<file path="src/rtl/friscv_rd_arbiter.sv">
// Write-back arbiter and register scoreboard for the friscv integer register file.
// Optional macro FRISCV_RR_ARB_EN selects round-robin arbitration; default is fixed csr>memfy>alu.
module friscv_rd_arbiter #(
    parameter int XLEN  = 32,
    parameter int RV32E = 0
) (
    input  logic              aclk,
    input  logic              aresetn,
    input  logic              issue_valid,
    input  logic [4:0]        issue_rd_addr,
    input  logic [4:0]        chk_rs1_addr,
    input  logic [4:0]        chk_rs2_addr,
    input  logic [4:0]        chk_rd_addr,
    output logic              chk_hazard,
    output logic              sb_empty,
    input  logic              alu_wb_valid,
    output logic              alu_wb_ready,
    input  logic [4:0]        alu_wb_addr,
    input  logic [XLEN-1:0]   alu_wb_val,
    input  logic [XLEN/8-1:0] alu_wb_strb,
    input  logic              memfy_wb_valid,
    output logic              memfy_wb_ready,
    input  logic [4:0]        memfy_wb_addr,
    input  logic [XLEN-1:0]   memfy_wb_val,
    input  logic [XLEN/8-1:0] memfy_wb_strb,
    input  logic              csr_wb_valid,
    output logic              csr_wb_ready,
    input  logic [4:0]        csr_wb_addr,
    input  logic [XLEN-1:0]   csr_wb_val,
    output logic              rf_rd_wr,
    output logic [4:0]        rf_rd_addr,
    output logic [XLEN-1:0]   rf_rd_val,
    output logic [XLEN/8-1:0] rf_rd_strb
);

    // Handshake: a transfer happens on valid & ready; requesters hold valid and
    // payload stable until ready. Ready is combinational and one-hot (or zero).
    logic [2:0]        wb_valid;
    logic [2:0]        grant;
    logic              any_grant;
    logic [4:0]        sel_addr;
    logic [XLEN-1:0]   sel_val;
    logic [XLEN/8-1:0] sel_strb;
    logic [31:0]       pending;
    logic [31:0]       pending_nxt;

    assign wb_valid = {csr_wb_valid, memfy_wb_valid, alu_wb_valid};

`ifdef FRISCV_RR_ARB_EN
    logic [1:0] rr_ptr;

    // rr_ptr names the requester with highest priority this cycle.
    always_comb begin
        grant = 3'b000;
        case (rr_ptr)
            2'd0:    grant = wb_valid[0] ? 3'b001 : wb_valid[1] ? 3'b010 : wb_valid[2] ? 3'b100 : 3'b000;
            2'd1:    grant = wb_valid[1] ? 3'b010 : wb_valid[2] ? 3'b100 : wb_valid[0] ? 3'b001 : 3'b000;
            default: grant = wb_valid[2] ? 3'b100 : wb_valid[0] ? 3'b001 : wb_valid[1] ? 3'b010 : 3'b000;
        endcase
        if (!aresetn) grant = 3'b000;
    end

    always_ff @(posedge aclk) begin
        if (!aresetn)      rr_ptr <= 2'd0;
        else if (grant[0]) rr_ptr <= 2'd1;
        else if (grant[1]) rr_ptr <= 2'd2;
        else if (grant[2]) rr_ptr <= 2'd0;
    end
`else
    always_comb begin
        grant = 3'b000;
        if (wb_valid[2])      grant = 3'b100;
        else if (wb_valid[1]) grant = 3'b010;
        else if (wb_valid[0]) grant = 3'b001;
        if (!aresetn) grant = 3'b000;
    end
`endif

    assign alu_wb_ready   = grant[0];
    assign memfy_wb_ready = grant[1];
    assign csr_wb_ready   = grant[2];
    assign any_grant      = |grant;

    always_comb begin
        sel_addr = '0;
        sel_val  = '0;
        sel_strb = '0;
        if (grant[0]) begin
            sel_addr = alu_wb_addr;
            sel_val  = alu_wb_val;
            sel_strb = alu_wb_strb;
        end
        if (grant[1]) begin
            sel_addr = memfy_wb_addr;
            sel_val  = memfy_wb_val;
            sel_strb = memfy_wb_strb;
        end
        if (grant[2]) begin
            sel_addr = csr_wb_addr;
            sel_val  = csr_wb_val;
            sel_strb = '1;
        end
    end

    always_ff @(posedge aclk) begin
        if (!aresetn) begin
            rf_rd_wr   <= 1'b0;
            rf_rd_addr <= '0;
            rf_rd_val  <= '0;
            rf_rd_strb <= '0;
        end else begin
            rf_rd_wr <= any_grant && (sel_addr != 5'd0);
            if (any_grant) begin
                rf_rd_addr <= sel_addr;
                rf_rd_val  <= sel_val;
                rf_rd_strb <= sel_strb;
            end
        end
    end

    function automatic logic tracked(input logic [4:0] addr);
        return (addr != 5'd0) && ((RV32E == 0) || !addr[4]);
    endfunction

    // Clear first, then set, so a same-edge issue of the committing register wins.
    always_comb begin
        pending_nxt = pending;
        if (rf_rd_wr && tracked(rf_rd_addr))        pending_nxt[rf_rd_addr]    = 1'b0;
        if (issue_valid && tracked(issue_rd_addr))  pending_nxt[issue_rd_addr] = 1'b1;
    end

    always_ff @(posedge aclk) begin
        if (!aresetn) pending <= '0;
        else          pending <= pending_nxt;
    end

    assign chk_hazard = pending[chk_rs1_addr] | pending[chk_rs2_addr] | pending[chk_rd_addr];
    assign sb_empty   = ~|pending;

endmodule

</file>
<file path="config.mk">
export PLATFORM = sky130hd
export DESIGN_NAME = friscv_rd_arbiter
export DESIGN_NICKNAME = d
export VERILOG_FILES = /design/src/rtl/friscv_rd_arbiter.sv
export SDC_FILE = /design/constraint.sdc
export NUM_CORES = 1
export LEC_CHECK = 0
export CAP_MARGIN = 20
export CORE_AREA = 2 2 102 104
export DETAILED_ROUTE_END_ITERATION = 16
export DIE_AREA = 0 0 104 106
export MAX_ROUTING_LAYER = met4
export PLACE_DENSITY_LB_ADDON = 0.12
export SLEW_MARGIN = 20
export SYNTH_ARGS = -nofsm -noshare
export SYNTH_HDL_FRONTEND = slang
export SYNTH_SLANG_ARGS = --single-unit
export TNS_END_PERCENT = 50
</file>
<file path="constraint.sdc">
create_clock -name aclk -period 6.56 [get_ports aclk]
set_clock_uncertainty 0.1 [all_clocks]
set_input_delay 0.984 -clock aclk [delete_from_list [all_inputs] [get_ports aclk]]
set_output_delay 0.984 -clock aclk [all_outputs]
set_load 0.1 [all_outputs]
</file>
# Yosys cells after proc, flatten, opt, wreduce, memory -nomap -nowiden
# Cells that the tools add are included.
# totals
ff_bits	74
output_inout_bits	47
# classes
magnitude_cmp	7
muxes	25
bitwise	5
reduce_logical	11
# ops
op	count
$mux W32	5
$and A32 B32 Y32	1
$not A32 Y32	1
$or A32 B32 Y32	1
$reduce_or A32 Y1	1
$lt A5 B6 Y1 const B	5
$bmux W1 S5	3
$mux W5	3
$reduce_bool A5 Y1	3
$mux W4	3
$demux W1 S5	2
$ge A5 B1 Y1 const B	2
$mux W1	6
$mux W3	2
$logic_and A1 B1 Y1	5
$reduce_or A3 Y1	1
$mux W2	1
$or A1 B1 Y1	2
$logic_not A1 Y1	1

# Depth between registers and ports, before layout
# logic_depth
depth_word	9
mapped_depth	8
ltp_nobuf	5

# Worst setup path before layout
# No wires, ideal clock.
# synth_timing
path_type	input-to-output
startpoint	input port chk_rd_addr[0]
endpoint	output port chk_hazard
arrival_ns	2.967
slack_ns	2.509
stages	6
n_path_buf	1
cell_sequence	buf_6 -> mux4_1 -> mux2_2 -> nand3b_1 -> o31ai_1 -> or4_1
# synth_between
elab_chain_cells	3
# synth_rtl
element	line_no	rtl
start: declaration	13	input logic [4:0] chk_rd_addr,
$bmux W1 S5	137	assign chk_hazard = pending[chk_rs1_addr] | pending[chk_rs2_addr] | pending[chk_rd_addr];
$mux W1 (implied by the code)	137	
$or A1 B1 Y1	137	
end: declaration	14	output logic chk_hazard,
# Every way passes these cells. The select of a mux whose other input is x is not followed.

# Final worst setup path
# layout_timing
startpoint	input port chk_rs2_addr[1]
endpoint	output port chk_hazard
# layout_between
elab_chain_cells	4
# layout_rtl
element	line_no	rtl
start: declaration	12	input logic [4:0] chk_rs2_addr,
$bmux W1 S5	137	
$mux W1 (implied by the code)	137	
$or A1 B1 Y1 (2 in a row)	137	
# Every way passes these cells. The select of a mux whose other input is x is not followed.

==> flow_summary.ini <==
[run_status]
outcome = complete, no violations

[place]
placed_area_mm2 = 0.00635
gp_congestion = 0.963
hpwl_mm = 12.3
dpl.cell_count = 824
preCtsSetupSlack_ps = 1270
io_buffers = 191

[synth]
synth.area.top_cells = dfxtp_1 34%, a221oi_1 7.2%, mux2i_1 6.6%, nand2_1 5.5%, nor2b_1 5.4%
ys_seq_area_frac = 0.338
async_flop_share = 0
synth-edff-count = 0
synth_area_mm2 = 0.00439
yosysMostFrequentCell = dfxtp_1
yosysUniqueCellTypes = 46
ys_warn_count = 0
ys.flop_type = dfxtp_1
postSynthCellCount = 533
synthTopCellsByCount = 74 x dfxtp_1, 64 x nand2_1, 42 x a21oi_1, 38 x nor2b_1, 36 x a221oi_1
synth_top_area_share = 0.338
syn_avg_cell_area_um2 = 8.23
synth_top_area_cell = dfxtp_1
syn_nets = 678
ys_seq_elements = 74

[hold_path]
hp-class = register to register
worst_hold_startpoint = rf_rd_val[2]$_SDFFE_PN0P_

[global_route]
grt_util_met2 = 0.502
antenna_found_initial = 0
track_usage = 0.299
grt_use_met3 = 0.0674
busiest_layer = met2
grt_overflow = 0
grt_pass1_wl_mm = 25.2
met1_usage = 0.345
grt_pass1_vias = 4760
grt_max_degree = 65

[timing]
tightestPinTransition_ps = 1060
post-route-worst-setup-slack_ps = 1250
timing.slew.headroom = 0.294
finalHoldViolations = 0
setup_viol = 0
whs_ps = 347
fmax_ghz = 0.188
fin_crit_ps = 5310
finalMaxSlewViolations = 0
finalCritPeriodShare = 0.810
fin_tns_setup_ps = 0
rsz0062_at_grt = false

[setup_path]
cp-startpoint = chk_rs2_addr[1]
critPathLaunchType = input pin
r2r-start = rf_rd_addr[4]$_SDFFE_PN0P_
required_ps = 5480
cp-end-kind = output port
crit_fanout = 16
crit_type = input pin to output port
crit_arrival_ps = 4230

[cells_and_area]
nFillCells = 873
drive_gt1_frac = 0.0497
n_antenna_cell = 0
area_growth_pct = 49.3
final_nets = 844
fin_util = 0.655
multiInputGateArea_mm2 = 0.00267
finish.instance_area_mm2 = 0.00655
final_cells = 840
seq_area_mm2 = 0.00148

[cts]
cts_root_buf = clkbuf_8
clock_path_buffers = 2
cts_setup_buffers = 0
cts_resized = 0
cts_hold_buf = 0
cts_tree = built
clk_latency_ps = 360
cts_buffers = 9
clock_sinks = 74
cts.htree.levels = 3
clkTransAtPathRegs_ps = 80

[floorplanning]
die_area_mm2 = 0.0110
io-pin-count = 192
core_mm2 = 0.0100
die_w_um = 104
die_h_um = 106
placementRows = 37
initial_core_util = 0.439

[detailed_routing]
drc = 0
dr.pass1.iters = 5
drtIter0Drc = 288
wirelength_mm = 16.2
wl_per_cell_um = 19.3
vias = 4854
via_per_inst = 5.78
ant_nets = 0

[power_and_ir_drop]
power_leakage_nw = 2.40
power_density_mw_per_mm2 = 204
ir_worst_vdd_uv = 119
report.power.total_mw = 1.33

[run]
cap_viol_max_count = 0
## power by group
group | leakage (nW) | internal (mW) | switching [mW]
Combinational | 1.70 | 0.173 | 0.301
Clock | 0.0962 | 0.178 | 0.186
Sequential | 0.607 | 0.474 | 0.0218
## metal layers
metal / routed length [um] / vias to the layer above
met2: 8090 / 249
met1: 6250 / 2264
met4: 674 / 0
met5: 0 / -
met3: 1190 / 38
li1: - / 2303
## critical path: stages
cell and delay [ps]:
clkdlybuf4s50_1 1100, mux2i_1 280, a22oi_1 120, nand3_1 150, nand4_1 100, or4_1 500
clkdlybuf4s50_1 980
## layout by cell type (no fill, tap or decap), drive strengths merged, types with 3 or more instances in the layout
cell type      synthesis  final
nor2                  15     15
inv                   21     23
a221oi                36     36
dfxtp                 74     74
mux2                   3      3
mux2i                 29     29
nor3                   3      3
a22oi                  6      6
nand2                 64     64
a21oi                 42     42
o21ai                 44     44
clkbuf                33      9
a21boi                40     40
nand2b                 7      7
and2                   5      5
nand4                  4      4
mux4                   9      9
nor4                   8      8
o211ai                 3      3
a222oi                 5      5
buf                    9      9
nand3b                 7      7
nand3                 11     11
nor2b                 38     38
clkdlybuf4s50          0    188
## layout make-up
cell class,count,area share
Multi-Input combinational cell,396,0.407
Inverter,21,0.0120
Clock inverter,7,0.0117
Tap cell,136,0.0260
Timing Repair Buffer,197,0.298
Sequential cell,74,0.226
Clock buffer,9,0.0189
## kinds of logic (layout without fill, tap and decap cells)
family	Yosys count	in the layout	share of synthesized area
flops	74	74	0.338
buf+inv	63	234	0.0576
simple gates	171	171	0.201
mux	41	41	0.124
compound gates	184	184	0.280
## final timing paths
path | endpoint | slack (ps) | depth (start not counted)
max | chk_hazard | 1250 | 7
min | rf_rd_val[2]$_SDFFE_PN0P_ | 350 | 2
max reg2reg | pending[16]$_SDFF_PN0_ | 4990 | 3
min reg2reg | rf_rd_val[2]$_SDFFE_PN0P_ | 350 | 2
## flip-flops by register name, summed over array words and instances (netlist names)
signal,cells
rf_rd_wr,1
pending,32
rf_rd_strb,4
rf_rd_addr,5
rf_rd_val,32
No activity file was read; power rests on OpenSTA's default activity.
